[config.mk]
export PLATFORM = sky130hd
export DESIGN_NAME = rv_iopmp_err_capture
export DESIGN_NICKNAME = d
export VERILOG_FILES = /design/src/rtl/rv_iopmp_err_capture.sv
export SDC_FILE = /design/constraint.sdc
export NUM_CORES = 1
export LEC_CHECK = 0
export CORE_MARGIN = 3
export CORE_UTILIZATION = 38
export CTS_CLUSTER_SIZE = 25
export DETAILED_ROUTE_END_ITERATION = 16
export PLACE_DENSITY = 0.84
export SYNTH_ARGS = -nofsm -noshare
export SYNTH_HDL_FRONTEND = slang
export SYNTH_SLANG_ARGS = --single-unit
export TNS_END_PERCENT = 5
[constraint.sdc]
create_clock -name clk_i -period 3.7 [get_ports clk_i]
set_input_delay 0.74 -clock clk_i [delete_from_list [all_inputs] [get_ports clk_i]]
set_output_delay 0.74 -clock clk_i [all_outputs]
set_load 0.01 [all_outputs]
[src/rtl/rv_iopmp_err_capture.sv]
// rv_iopmp_pkg / rv_iopmp_err_capture
//
// Receiving end of the IOPMP error-capture interface. The first accepted
// violation is latched into the ERR_REQINFO / ERR_REQID / ERR_REQADDR(H)
// holding registers. Further violations while a record is pending only set
// the svc flag and bump a saturating counter. Software clears the record
// with a one-cycle write-1-to-clear pulse. irq_o is either a level
// (valid & ie) or a registered one-cycle pulse per capture.
//
// Ports:
//   clk_i, rst_i      clock, asynchronous active-high reset
//   err_interface_i   error record from the checker (qualified by error_detected)
//   err_clear_i       W1C of the pending record
//   ie_i              interrupt enable
//   suppress_i        ignore incoming errors while high
//   err_*_o           captured record, svc flag and svc counter
//   irq_o             interrupt

package rv_iopmp_pkg;

  typedef struct packed {
    logic        error_detected;
    logic [1:0]  ttype;
    logic [2:0]  etype;
    logic [31:0] sid;        // modules use the low SID_WIDTH bits
    logic [15:0] eid;
    logic [31:0] reqaddr;
    logic [31:0] reqaddrh;
  } error_capture_t;

endpackage

module rv_iopmp_err_capture #(
  parameter int unsigned SID_WIDTH = 8,
  parameter int unsigned CNT_WIDTH = 8,
  parameter bit          IRQ_PULSE = 1'b0
) (
  input  logic                         clk_i,
  input  logic                         rst_i,
  input  rv_iopmp_pkg::error_capture_t err_interface_i,
  input  logic                         err_clear_i,
  input  logic                         ie_i,
  input  logic                         suppress_i,
  output logic                         err_valid_o,
  output logic [1:0]                   err_ttype_o,
  output logic [2:0]                   err_etype_o,
  output logic [SID_WIDTH-1:0]         err_sid_o,
  output logic [15:0]                  err_eid_o,
  output logic [63:0]                  err_reqaddr_o,
  output logic                         err_svc_o,
  output logic [CNT_WIDTH-1:0]         err_svc_cnt_o,
  output logic                         irq_o
);

  typedef enum logic {
    IDLE     = 1'b0,
    CAPTURED = 1'b1
  } state_e;

  state_e               state_q, state_d;
  logic [1:0]           ttype_q, ttype_d;
  logic [2:0]           etype_q, etype_d;
  logic [SID_WIDTH-1:0] sid_q, sid_d;
  logic [15:0]          eid_q, eid_d;
  logic [63:0]          addr_q, addr_d;
  logic                 svc_q, svc_d;
  logic [CNT_WIDTH-1:0] cnt_q, cnt_d;
  logic                 irq_pulse_q, irq_pulse_d;

  logic accept;
  logic capture;

  assign accept = err_interface_i.error_detected & ~suppress_i;

  always_comb begin
    state_d     = state_q;
    ttype_d     = ttype_q;
    etype_d     = etype_q;
    sid_d       = sid_q;
    eid_d       = eid_q;
    addr_d      = addr_q;
    svc_d       = svc_q;
    cnt_d       = cnt_q;
    capture     = 1'b0;

    unique case (state_q)
      IDLE: begin
        if (accept) begin
          capture = 1'b1;
          state_d = CAPTURED;
        end
      end
      CAPTURED: begin
        if (accept && err_clear_i) begin
          // Clear and new error together: the new record replaces the old.
          capture = 1'b1;
          svc_d   = 1'b0;
          cnt_d   = '0;
        end else if (accept) begin
          svc_d = 1'b1;
          if (cnt_q != '1) begin
            cnt_d = cnt_q + 1'b1;
          end
        end else if (err_clear_i) begin
          state_d = IDLE;
          svc_d   = 1'b0;
          cnt_d   = '0;
        end
      end
      default: state_d = IDLE;
    endcase

    if (capture) begin
      ttype_d = err_interface_i.ttype;
      etype_d = err_interface_i.etype;
      sid_d   = err_interface_i.sid[SID_WIDTH-1:0];
      eid_d   = err_interface_i.eid;
      addr_d  = {err_interface_i.reqaddrh, err_interface_i.reqaddr};
    end

    irq_pulse_d = capture & ie_i;
  end

  always_ff @(posedge clk_i or posedge rst_i) begin
    if (rst_i) begin
      state_q     <= IDLE;
      ttype_q     <= '0;
      etype_q     <= '0;
      sid_q       <= '0;
      eid_q       <= '0;
      addr_q      <= '0;
      svc_q       <= 1'b0;
      cnt_q       <= '0;
      irq_pulse_q <= 1'b0;
    end else begin
      state_q     <= state_d;
      ttype_q     <= ttype_d;
      etype_q     <= etype_d;
      sid_q       <= sid_d;
      eid_q       <= eid_d;
      addr_q      <= addr_d;
      svc_q       <= svc_d;
      cnt_q       <= cnt_d;
      irq_pulse_q <= irq_pulse_d;
    end
  end

  assign err_valid_o   = (state_q == CAPTURED);
  assign err_ttype_o   = ttype_q;
  assign err_etype_o   = etype_q;
  assign err_sid_o     = sid_q;
  assign err_eid_o     = eid_q;
  assign err_reqaddr_o = addr_q;
  assign err_svc_o     = svc_q;
  assign err_svc_cnt_o = cnt_q;
  assign irq_o         = IRQ_PULSE ? irq_pulse_q : (err_valid_o & ie_i);

endmodule

==> parameters.txt <==
Parameter                              Value

Logic synthesis
  Synthesis Warnings    0
  Dominant register cell in the synthesized netlist    dfrtp_1
  Syn_nets    380
  Total of flip-flops plus latches after synthesis    about 100
  Post-synth design cell area    between 0.004 and 0.005 mm^2
  Synth async-reset ratio    1.00
  Sequential area share after synthesis    0.644
  Syn Inst Count    256
  EDFF count, synth    0
  Mean instance size in the synthesized netlist    about 16 um^2
  Distinct cell type count after synthesis    33

Routing
  Vias post-DR    between 2000 and 3000
  Via-per-instance ratio    around 4.8
  Top routing layer in use    met4
  Wire length on met3    a little over 1 mm
  Met2 layer wire length in the routed design    ~5 mm
  Routed wire length    roughly 9.8 mm
  Routed length per placed instance    roughly 16 um
  Post-route DRC    0
  Met1 wire length    3.69 mm
  Number of DRC markers after the initial detailed-route iteration    90
  Length of the first detailed-routing pass in iterations    4
  Antenna-violating nets left    0

CTS
  Clock-pin slew of the registers on the worst-case setup and hold paths    ~100 ps
  Total CTS buffers    9
  Clock root buffer master    clkbuf_8
  CTS Hold Bufs    0
  Number of buffers on the longest clock path    2
  Number of gates resized after cts    0
  Post-CTS setup buffer count    0
  TritonCTS clock tree    done
  H-tree depth reported by CTS    3
  Number of clock sinks    103
  Clock insertion delay at the later pin of the skew report    350 ps

Setup path
  Type of the setup path with the least slack    input port to output pin
  CP required    approximately 3000 ps
  Critical Path Source    ie_i
  Critical path data arrival time    approximately 1800 ps
  Type of origin of the critical path    input port
  Reg2reg start    err_valid_o
  Critical Path Fanout Max    1
  Worst Setup End Kind    output pin

Cells and area
  Final nets    around 590
  Utilization of the core after routing    0.635
  Area delta synth->final    58.6%
  Most common library cell in the layout ignoring fill and taps    clkdlybuf4s50_1
  Fin cells    599
  Commonest cells after routing, fill and taps aside    clkdlybuf4s50_1 (202), dfrtp_1 (103), mux2_2 (87)
  Fraction of layout cells with a size suffix above 1    0.234
  Inserted Diodes    0
  Layout Cell Area excl Fill    0.00635 mm^2

Global routing
  Total grt overflow    0
  Maximum number of pins on one net before global-route repair    57
  Total global routing track utilization    0.162
  Global-route wire length before repair    around 15 mm
  Number of global-route vias before repair    2971
  Initial antenna violation count    0

Outcome
  Run status    completed

Pwr
  Cell Int Power    2.15 mW
  Power Total    between 2 and 3 mW
  Combinational share of power    0.291
  Max rail drop VDD    0.259 mV
  Lkg Pwr    approximately 2.6 nW
  Proportion of total power due to net switching    0.268
  Total net switching power    0.789 mW
  Part of the total power dissipated in the clock network    0.228
  Portion of total power attributed to sequential cells    0.480
  Power density cells    roughly 460 mW/mm^2

Place
  Placed cell count    583
  IO buf count    around 200
  Half-perimeter wire length of the detailed placement result    7.52 mm
  Placed cell area    0.00616 mm^2
  RD Place Congestion    roughly 0.74
  Worst setup slack after placement    approximately 1000 ps

STA
  Max Slew Vio Count    0
  Normalized max-slew margin    0.573
  Number of hold-slack violations in the final timing report    0
  Fraction of the cycle the final worst path needs    0.697
  Timing-limited maximum frequency    388 MHz
  Smallest hold slack    between 400 and 500 ps
  Setup total negative slack    0 ps
  Setup repair after global routing missed its margin    false
  Worst Clk Skew    roughly 11 ps
  Transition at the pin with the smallest max-transition slack    around 640 ps
  Setup-failing EPs final    0
  Worst path setup slack after routing    roughly 1100 ps
  Post-layout minimum cycle time    ~2600 ps

Floorplanning
  Area enclosed by the die boundary    ~0.012 mm^2
  Die Ht    around 110 um
  Core Box Area    0.0100 mm^2
  Std-Cell Rows    36
  Ports placed on the boundary    227
  Die span in x    between 100 and 150 um
  Starting density of the core    0.400

Run
  MaxCap Viol Count    0

Worst hold path
  Class of the most critical hold timing path    register to register
  Hold Startpoint    err_eid_o[5]
-- state kept, by name, indices dropped and copies added (netlist names) --
signal / count
err_svc_o: 1
err_etype_o: 3
err_reqaddr_o: 64
err_eid_o: 16
err_sid_o: 8
err_svc_cnt_o: 8
err_valid_o: 1
err_ttype_o: 2
-- Yosys cell counts, types with 2 or more instances --
cell type	number	share of area
mux2_1	6	0.017
buf_4	9	0.017
a21oi_1	4	0.0050
nand4_1	2	0.0031
nand2_1	5	0.0047
o21ai_0	5	0.0063
a221o_1	2	0.0050
dfrtp_1	103	0.64
inv_1	4	0.0038
nor2_1	3	0.0028
nor3_1	2	0.0025
buf_2	2	0.0025
mux2_2	87	0.24
nand3_1	3	0.0038
-- cell type report --
| cell class | instances | area (um^2) |
|---|---|---|
| Tap cell | 133 | 166 |
| Fill cell | 779 | 3650 |
| Clock buffer | 10 | 138 |
| Inverter | 4 | 17.5 |
| Timing Repair Buffer | 205 | 2060 |
| Multi-Input combinational cell | 138 | 1340 |
| Clock inverter | 6 | 51.3 |
| Sequential cell | 103 | 2580 |
-- power groups by stage --
stage | clock network [mW] | logic, mW | registers, mW
floorplan | 0 | 0.229 | 1.52
global placement | 0 | 0.853 | 1.42
detailed placement | 0 | 0.869 | 1.44
CTS | 0.701 | 0.873 | 1.42
global route | 0.748 | 0.912 | 1.44
finish | 0.672 | 0.856 | 1.41
-- critical path: stages --
cell	delay (ps)
clkdlybuf4s50_1	450
and2_1	120
clkdlybuf4s50_1	530
-- routing by layer --
| layer | global-route usage | vias up |
|---|---|---|
| met2 | 0.292 | 135 |
| met1 | 0.178 | 1395 |
| li1 | - | 1328 |
| met5 | 0 | - |
| met4 | 0.0460 | 0 |
| met3 | 0.0592 | 10 |
-- cell families (layout without fill, tap and decap cells) --
| logic type | count (synthesis) | count (layout) | share of synthesized area |
|---|---|---|---|
| AO/OA/AOI/OAI | 21 | 21 | 0.0353 |
| XOR/XNOR | 1 | 1 | 0.00219 |
| adder cells (fa/ha/maj) | 1 | 1 | 0.00313 |
| buffers and inverters | 15 | 225 | 0.0231 |
| flip-flops | 103 | 103 | 0.644 |
| multiplexers | 93 | 93 | 0.262 |
| AND/OR/NAND/NOR | 22 | 22 | 0.0306 |
-- final timing paths --
| path | end | depth (start not counted) | slack [ps] |
|---|---|---|---|
| max | irq_o | 3 | 1120 |
| min | err_eid_o[5] | 1 | 490 |
| max reg2reg | err_ttype_o[1] | 3 | 1890 |
| min reg2reg | err_eid_o[5] | 1 | 490 |
| max in group asynchronous | err_eid_o[1] | 3 | 2180 |
| min in group asynchronous | err_reqaddr_o[49] | 2 | 790 |
Note: power is estimated with default switching activity, not from simulation.
